==> config.mk <==
export PLATFORM = sky130hd
export DESIGN_NAME = ps2_rx
export DESIGN_NICKNAME = d
export VERILOG_FILES = /design/src/rtl/ps2_pkg.sv /design/src/rtl/ps2_filter.sv /design/src/rtl/ps2_rx.sv
export SDC_FILE = /design/constraint.sdc
export NUM_CORES = 1
export LEC_CHECK = 0
export CAP_MARGIN = 10
export CORE_ASPECT_RATIO = 1.1
export CORE_MARGIN = 4
export CORE_UTILIZATION = 33
export CTS_CLUSTER_SIZE = 20
export DETAILED_ROUTE_END_ITERATION = 12
export PLACE_DENSITY = 0.6
export SLEW_MARGIN = 20
export SYNTH_ARGS = -nofsm -noshare
export SYNTH_HDL_FRONTEND = slang
export SYNTH_SLANG_ARGS = --single-unit
==> constraint.sdc <==
create_clock -name CLK -period 2.6 [get_ports CLK]
set_input_delay 0.65 -clock CLK [delete_from_list [all_inputs] [get_ports CLK]]
set_output_delay 0.65 -clock CLK [all_outputs]
set_load 0.005 [all_outputs]
==> src/rtl/ps2_pkg.sv <==
// rtl/ps2_pkg.sv - shared PS/2 frame constants, scan codes and FSM encodings
// Imported by ps2_filter and ps2_rx, and by the command decoder for the scan codes.
package ps2_pkg;

  localparam int FRAME_BITS = 11;
  localparam logic [7:0] BREAK_CODE = 8'hF0;
  localparam logic [7:0] EXT_CODE   = 8'hE0;

  // Command scan codes recognised by the downstream decoder
  localparam logic [7:0] SC_ENTER = 8'h5A;
  localparam logic [7:0] SC_RESET = 8'h2D;
  localparam logic [7:0] SC_I     = 8'h43;
  localparam logic [7:0] SC_P     = 8'h4D;
  localparam logic [7:0] SC_A     = 8'h1C;
  localparam logic [7:0] SC_G     = 8'h34;
  localparam logic [7:0] SC_H     = 8'h33;
  localparam logic [7:0] SC_Y     = 8'h35;
  localparam logic [7:0] SC_N     = 8'h31;

  typedef enum logic [1:0] {
    FR_IDLE  = 2'd0,
    FR_SHIFT = 2'd1,
    FR_CHECK = 2'd2
  } frame_state_t;

  typedef enum logic {
    SEQ_NORMAL = 1'b0,
    SEQ_BRK    = 1'b1
  } seq_state_t;

  // Data bits plus parity bit: true when the 9-bit group has odd parity
  function automatic logic parity_odd(input logic [8:0] v);
    return ^v;
  endfunction

endpackage

==> src/rtl/ps2_filter.sv <==
// rtl/ps2_filter.sv - PS/2 line synchronizers, clock deglitch filter and fall detector
// Ports:
//   clk, rst   system clock, asynchronous active-high reset
//   ps2c, ps2d raw asynchronous PS/2 clock and data
//   fall       one-cycle pulse on a 1->0 transition of the filtered clock
//   data       synchronized PS/2 data, valid to sample while fall is high
module ps2_filter #(
  parameter int FILTER_LEN = 8
) (
  input  logic clk,
  input  logic rst,
  input  logic ps2c,
  input  logic ps2d,
  output logic fall,
  output logic data
);

  localparam int CW = $clog2(FILTER_LEN + 1);

  logic          c_meta_q, c_sync_q;
  logic          d_meta_q, d_sync_q;
  logic          filt_q, filt_d;
  logic [CW-1:0] cnt_q, cnt_d;
  logic          fall_q, fall_d;

  // The filtered level only flips after FILTER_LEN consecutive samples disagree with it;
  // any agreeing sample restarts the count, so short glitches never reach fall.
  always_comb begin
    filt_d = filt_q;
    cnt_d  = '0;
    fall_d = 1'b0;
    if (c_sync_q != filt_q) begin
      if (cnt_q == CW'(FILTER_LEN - 1)) begin
        filt_d = c_sync_q;
        fall_d = filt_q;
      end else begin
        cnt_d = cnt_q + 1'b1;
      end
    end
  end

  always_ff @(posedge clk or posedge rst) begin
    if (rst) begin
      c_meta_q <= 1'b1;
      c_sync_q <= 1'b1;
      d_meta_q <= 1'b1;
      d_sync_q <= 1'b1;
      filt_q   <= 1'b1;
      cnt_q    <= '0;
      fall_q   <= 1'b0;
    end else begin
      c_meta_q <= ps2c;
      c_sync_q <= c_meta_q;
      d_meta_q <= ps2d;
      d_sync_q <= d_meta_q;
      filt_q   <= filt_d;
      cnt_q    <= cnt_d;
      fall_q   <= fall_d;
    end
  end

  assign fall = fall_q;
  assign data = d_sync_q;

endmodule

==> src/rtl/ps2_rx.sv <==
// rtl/ps2_rx.sv - PS/2 keyboard receiver presenting make codes as byte plus strobe
// Ports:
//   CLK, RST    system clock, asynchronous active-high reset
//   ps2c, ps2d  raw asynchronous PS/2 clock and data
//   Dato        last accepted make code, held between strobes
//   flag        one-cycle strobe, Dato just updated
//   err_parity  one-cycle pulse on a parity failure
//   err_frame   one-cycle pulse on a bad stop bit or a mid-frame timeout
module ps2_rx
  import ps2_pkg::*;
#(
  parameter int FILTER_LEN  = 8,
  parameter int TIMEOUT_CYC = 5000
) (
  input  logic       CLK,
  input  logic       RST,
  input  logic       ps2c,
  input  logic       ps2d,
  output logic [7:0] Dato,
  output logic       flag,
  output logic       err_parity,
  output logic       err_frame
);

  localparam int TW = $clog2(TIMEOUT_CYC + 1);

  logic fall, data;

  ps2_filter #(.FILTER_LEN(FILTER_LEN)) u_filter (
    .clk  (CLK),
    .rst  (RST),
    .ps2c (ps2c),
    .ps2d (ps2d),
    .fall (fall),
    .data (data)
  );

  frame_state_t  fr_q, fr_d;
  seq_state_t    seq_q, seq_d;
  logic [8:0]    shift_q, shift_d;
  logic [3:0]    bit_cnt_q, bit_cnt_d;
  logic [TW-1:0] tcnt_q, tcnt_d;
  logic [7:0]    dato_q, dato_d;
  logic          flag_q, flag_d;
  logic          perr_q, perr_d;
  logic          ferr_q, ferr_d;

  // The frame is judged on the stop-bit fall itself so that Dato, flag and the error
  // pulses all become visible together in the single CHECK cycle that follows.
  always_comb begin
    fr_d      = fr_q;
    seq_d     = seq_q;
    shift_d   = shift_q;
    bit_cnt_d = bit_cnt_q;
    tcnt_d    = tcnt_q;
    dato_d    = dato_q;
    flag_d    = 1'b0;
    perr_d    = 1'b0;
    ferr_d    = 1'b0;
    case (fr_q)
      FR_IDLE: begin
        if (fall && !data) begin
          fr_d      = FR_SHIFT;
          shift_d   = '0;
          bit_cnt_d = '0;
          tcnt_d    = '0;
        end
      end
      FR_SHIFT: begin
        if (fall) begin
          tcnt_d = '0;
          if (bit_cnt_q == 4'(FRAME_BITS - 2)) begin
            fr_d      = FR_CHECK;
            bit_cnt_d = '0;
            perr_d    = !parity_odd(shift_q);
            ferr_d    = !data;
            if (parity_odd(shift_q) && data) begin
              if (shift_q[7:0] == EXT_CODE) begin
                seq_d = seq_q;
              end else if (shift_q[7:0] == BREAK_CODE) begin
                seq_d = SEQ_BRK;
              end else if (seq_q == SEQ_BRK) begin
                seq_d = SEQ_NORMAL;
              end else begin
                dato_d = shift_q[7:0];
                flag_d = 1'b1;
              end
            end
          end else begin
            // LSB first: after nine shifts data sits in [7:0] and parity in [8]
            shift_d   = {data, shift_q[8:1]};
            bit_cnt_d = bit_cnt_q + 1'b1;
          end
        end else if (tcnt_q == TW'(TIMEOUT_CYC - 1)) begin
          fr_d      = FR_IDLE;
          ferr_d    = 1'b1;
          shift_d   = '0;
          bit_cnt_d = '0;
          tcnt_d    = '0;
        end else begin
          tcnt_d = tcnt_q + 1'b1;
        end
      end
      FR_CHECK: begin
        fr_d    = FR_IDLE;
        shift_d = '0;
      end
      default: begin
        fr_d = FR_IDLE;
      end
    endcase
  end

  always_ff @(posedge CLK or posedge RST) begin
    if (RST) begin
      fr_q      <= FR_IDLE;
      seq_q     <= SEQ_NORMAL;
      shift_q   <= '0;
      bit_cnt_q <= '0;
      tcnt_q    <= '0;
      dato_q    <= 8'h00;
      flag_q    <= 1'b0;
      perr_q    <= 1'b0;
      ferr_q    <= 1'b0;
    end else begin
      fr_q      <= fr_d;
      seq_q     <= seq_d;
      shift_q   <= shift_d;
      bit_cnt_q <= bit_cnt_d;
      tcnt_q    <= tcnt_d;
      dato_q    <= dato_d;
      flag_q    <= flag_d;
      perr_q    <= perr_d;
      ferr_q    <= ferr_d;
    end
  end

  assign Dato       = dato_q;
  assign flag       = flag_q;
  assign err_parity = perr_q;
  assign err_frame  = ferr_q;

endmodule

# --- Word-level counts from Yosys, hierarchy flattened ---
# Cells that the tools add are included.
op_classes:
  muxes: 38
  n_bitwise: 3
  magnitude_cmp: 0
  eq_ne: 12
  addsub: 3
  shifts: 0
  div: 0
  reduce_logical: 15
  n_mul: 0
op_table:
  columns: ["operator", "count"]
  rows:
  - ["13-bit two-way mux", 3]
  - ["9-bit two-way mux", 4]
  - ["9-bit case mux with 3 select lines", 1]
  - ["13-bit case mux with 2 select lines", 1]
  - ["4-bit two-way mux", 6]
  - ["1-bit two-way mux", 17]
  - ["8-bit equality test (second input constant)", 2]
  - ["13-bit by 1-bit adder with 13-bit output (second input constant)", 1]
  - ["13-bit equality test (second input constant)", 1]
  - ["9-bit parity", 1]
  - ["4-bit by 1-bit adder with 4-bit output (second input constant)", 2]
  - ["2-bit two-way mux", 4]
  - ["4-bit case mux with 2 select lines", 1]
  - ["7-bit AND reduction", 1]
  - ["3-bit != test (second input constant)", 2]
  - ["3-bit AND reduction", 2]
  - ["5-bit AND reduction", 1]
  - ["4-bit by 3-bit equality test with 1-bit output (second input constant)", 1]
  - ["4-bit equality test (second input constant)", 1]
  - ["2-bit case mux with 2 select lines", 1]
  - ["2-bit AND reduction", 2]
  - ["4-bit AND reduction", 1]
  - ["3-bit by 2-bit != test with 1-bit output (second input constant)", 1]
  - ["1-bit inverter", 3]
  - ["other kinds (9)", 11]
totals:
  in_bits: 4
  latch_bits: 0
  mem_bits_ro: 0
  elab_cells: 87
  out_inout_bits: 11
  memories: 0
  ff_bits: 50
  ram_bits: 0

# --- Longest topological paths before layout ---
depth:
  word_depth: 7
  mapped_depth: 7
  mapped_depth_nobuf: 6

# --- Hierarchy ---
# Synthesis repeated with hierarchy kept, for this count alone.
unflattened:
  hier_cells: 209
  area_unflattened_um2: 2372.3
modules_own_cells:
  columns: ["module", "instances", "seq_area_each_um2", "cells_each", "area_per_inst_um2"]
  rows:
  - ["ps2_rx", 1, 1001.0, 184, 1996.9]
  - ["ps2_filter", 1, 256.5, 25, 375.4]

# --- Worst setup path before layout ---
# No wires, ideal clock.
synth_path:
  path_type: "register to register"
  start: "reg shift_q[4]"
  end: "reg dato_q[0], in the netlist Dato[0]"
  n_path_buf: 0
  required_time_ns: 2.475
  setup_time_ns: 0.125
  slack_ns: 0.361
  stages_incl_launch_ff: 7
  arrival_ns: 2.114
  synth_period_minus_slack_ns: 2.239
  cell_sequence: "dfrtp_1 -> inv_1 -> ha_1 -> xnor3_1 -> xnor2_1 -> nor4b_4 -> mux2_2"
synth_via:
  elab_chain_len: 3
  elab_cells_between_ends: 7
  cone_classes: "eq/ne (2); bitwise (2); reduce/logical (3)"
synth_rtl:
  columns: ["item", "line_no", "source"]
  rows:
  - ["start: declaration", "ps2_rx.sv:40", "logic [8:0] shift_q, shift_d;"]
  - ["start signal: assignment", "ps2_rx.sv:128", "shift_q <= shift_d;"]
  - ["8-bit equality test (tied with other cells)", "ps2_rx.sv:80", "end else if (shift_q[7:0] == BREAK_CODE) begin"]
  - ["1-bit inverter (no line) / 1-bit logical AND (equally long branches)", null, null]
  - ["7-bit AND reduction (no line) *", null, null]
  - ["end signal: assignment", "ps2_rx.sv:131", "dato_q <= dato_d;"]
  - ["end: declaration", "ps2_rx.sv:43", "logic [7:0] dato_q, dato_d;"]
# Every way passes the cells marked *; elsewhere a longest branch is shown, timed or not.
# A chain may end at the register's enable or synchronous reset.

# --- Worst setup path after layout ---
layout_path:
  start: "reg shift_q[4]"
  end: "reg dato_q[2], in the netlist Dato[2]"
# The elaborated chain is that of the path after synthesis.

==> impl_metrics.toml <==
[sta]
maxSlewHeadroom_pct = 54.0
setup_viol = 0
fin_worst_skew_ps = 12.2
tightest_slew_ps = 687
holdWs_ps = 359
rsz0062_at_grt = "false"
fmax_mhz = 437
maxSlewViolCount = 0
finalHoldViolCount = 0
min_period_ps = 2290
setup_tns_ps = 0
fin_crit_sh_pct = 88.0

[route]
drtIter0Drc = 68
drt_wl_total_um = 3960
viasPerCell = 5.10
route.detailed.drc = 0
ant_nets = 0
num_vias = 1516
dr.pass1.iters = 4
routedWlPerCell_um = 13.3

[synthesis]
synth_xor_area_share_pct = 3.63
muxShareOfSynthArea_pct = 6.18
syn_avg_cell_area_um2 = 12.0
ys_ff_latch = 50
synth_cell_types = 47
syn_nets = 206
synth_top_family_by_area = "simple AND/OR/NAND/NOR gates"
yosys.area_share.simple_pct = 14.6
synth_cells = 193
synth-edff-count = 0
ys_warn_count = 0
ys_seq_area_share_pct = 54.5
ys.flop_type = "dfrtp_1"
syn-cell-area_um2 = 2310
synth_fa_ha_area_share_pct = 4.88
synthArstFlopShare_pct = 100
synth_compound_area_share_pct = 13.7

[power]
p_leak_nw = 1.17
ir_drop_mv = 0.259
power_density_nw_per_um2 = 523

[layout]
area_growth_pct = 15.5
final_core_util_pct = 39.7
diodes = 0
final_area_um2 = 2670
finalNetCount = 227
stdcell_count = 297
drive_above_1_share_pct = 16.3

[setup_path]
crit_type = "flip-flop to flip-flop"
start_kind = "flip-flop"
worstPathRequired_ps = 2800
critPathMaxFanout = 9
crit_start = "shift_q[4]$_DFFE_PP0P_"
r2r_start = "shift_q[4]$_DFFE_PP0P_"
cp.arrival_ps = 2490
cp-end-kind = "flip-flop"

[worst_hold_path]
hold_path.class = "flip-flop to flip-flop"
min-delay-start = "u_filter.c_meta_q$_DFF_PP1_"

[place]
dp.cells = 289
placed_cell_area_um2 = 2570
gp_congestion = 0.700
port_buffers = 14
post-dp-hpwl_um = 2890

[run_status]
status = "complete, no violations"

[cts]
cts_root_buf = "clkbuf_8"
cts_buffer_depth = 2
tritoncts = "done"
cts_hold_buf = 0
cts_buffers = 5
numClockSinks = 50
ctsResizeCount = 0
cts_setup_buffers = 0
htreeDepth = 2
clk_pin_slew_ps = 100
insertion_delay_ps = 310

[floorplanning]
coreArea_um2 = 6710
die_h_um = 95.7
initial_core_util_pct = 34.4
rows = 31
fp.dieW_um = 87.7
die_area_um2 = 8390
boundaryPins = 15

[grt]
grt_pass1_wl_um = 7100
grt_pass1_vias = 1546
grt_usage_pct = 10.9
global_route.overflow_total = 0
grt_max_degree = 31
antenna_found_initial = 0

[job]
maxCapViolations = 0
-- registers in the layout, summed over array words and instances, names as in the netlist --
register / count
shift_q: 9
fr_q: 2
Dato: 8
err_parity: 1
flag: 1
tcnt_q: 13
u_filter.c_meta_q: 1
u_filter.d_meta_q: 1
seq_q: 1
u_filter.cnt_q: 4
u_filter.c_sync_q: 1
err_frame: 1
u_filter.data: 1
u_filter.filt_q: 1
bit_cnt_q: 4
u_filter.fall: 1
-- per-stage QoR --
step / power [mW] / setup slack, ps
floorplan: 0.918 / 361
CTS: 1.42 / 300
detailed placement: 0.947 / 319
global route: 1.47 / 211
global placement: 0.943 / 371
finish: 1.39 / 311
-- layer usage --
layer	vias up	share of wire, %	GRT usage [%]
met2	16	50	17.3
met5	-	0	0
li1	753	-	-
met4	0	2.4	5.63
met3	7	3.0	2.65
met1	740	45	13.7
-- final cells by class --
| cell class | instances | area, um^2 |
|---|---|---|
| multi-input cells | 129 | 991 |
| fillers | 639 | 4050 |
| flip-flops and latches | 50 | 1260 |
| repair buffers | 18 | 183 |
| clock inverters | 3 | 25.0 |
| well taps | 82 | 103 |
| clock buffers | 5 | 68.8 |
| inverters | 10 | 37.5 |
-- worst paths after layout --
check	end	slack, ps	cells after the start
setup / recovery	Dato[2]$_DFFE_PP0P_	310	7
hold / removal	u_filter.c_sync_q$_DFF_PP1_	360	0
setup reg to reg	Dato[2]$_DFFE_PP0P_	310	7
hold reg to reg	u_filter.c_sync_q$_DFF_PP1_	360	0
max in group asynchronous	u_filter.data$_DFF_PP1_	1360	3
min in group asynchronous	shift_q[0]$_DFFE_PP0P_	660	2
-- cells by family (layout without fill, tap and decap cells) --
group,count (synthesis),after routing
multiplexers,13,13
AND/OR/NAND/NOR,55,55
buffers and inverters,14,36
XOR/XNOR,8,8
AO/OA/AOI/OAI,44,44
flip-flops,50,50
adder cells (fa/ha/maj),9,9
-- power breakdown --
group	total [mW]	internal, mW	switching [mW]
Combinational	0.0885	0.0441	0.0445
Clock	0.464	0.195	0.270
Sequential	0.840	0.816	0.0240
-- critical path, cell delays in order, from the launching register on --
cell     delay [ps]
dfrtp_1         430
inv_1            70
ha_1            300
xnor3_1         340
xnor2_1         200
nor4b_4         270
buf_4           220
mux2_2          340
-- synthesized netlist by cell type (all sizes together) (4+ instances only) --
cell type	number	area, um^2
nand4	6	37.5
inv	10	37.5
dfstp	5	131
o31ai	4	30.0
a22o	9	80.1
xor2	4	35.0
ha	9	113
mux2	10	113
o21ai	8	40.0
nand2	8	30.0
nand3b	6	45.0
dfrtp	45	1130
nor2	9	33.8
a21oi	10	50.1
-- cell usage in the layout (no fill, tap or decap), types with 4 or more instances in the layout --
cell / Yosys / routed
dfrtp_1: 45 / 45
clkdlybuf4s50_1: 0 / 14
a21oi_1: 10 / 10
mux2_2: 10 / 10
inv_1: 10 / 9
nor2_1: 9 / 9
ha_1: 9 / 9
nand2_1: 8 / 8
a22o_1: 8 / 8
o21ai_0: 7 / 7
nand3b_1: 6 / 6
nand4_1: 6 / 6
clkbuf_8: 0 / 5
dfstp_2: 5 / 5
xor2_1: 4 / 4
o31ai_1: 4 / 4
Note: power is estimated with default switching activity, not from simulation.
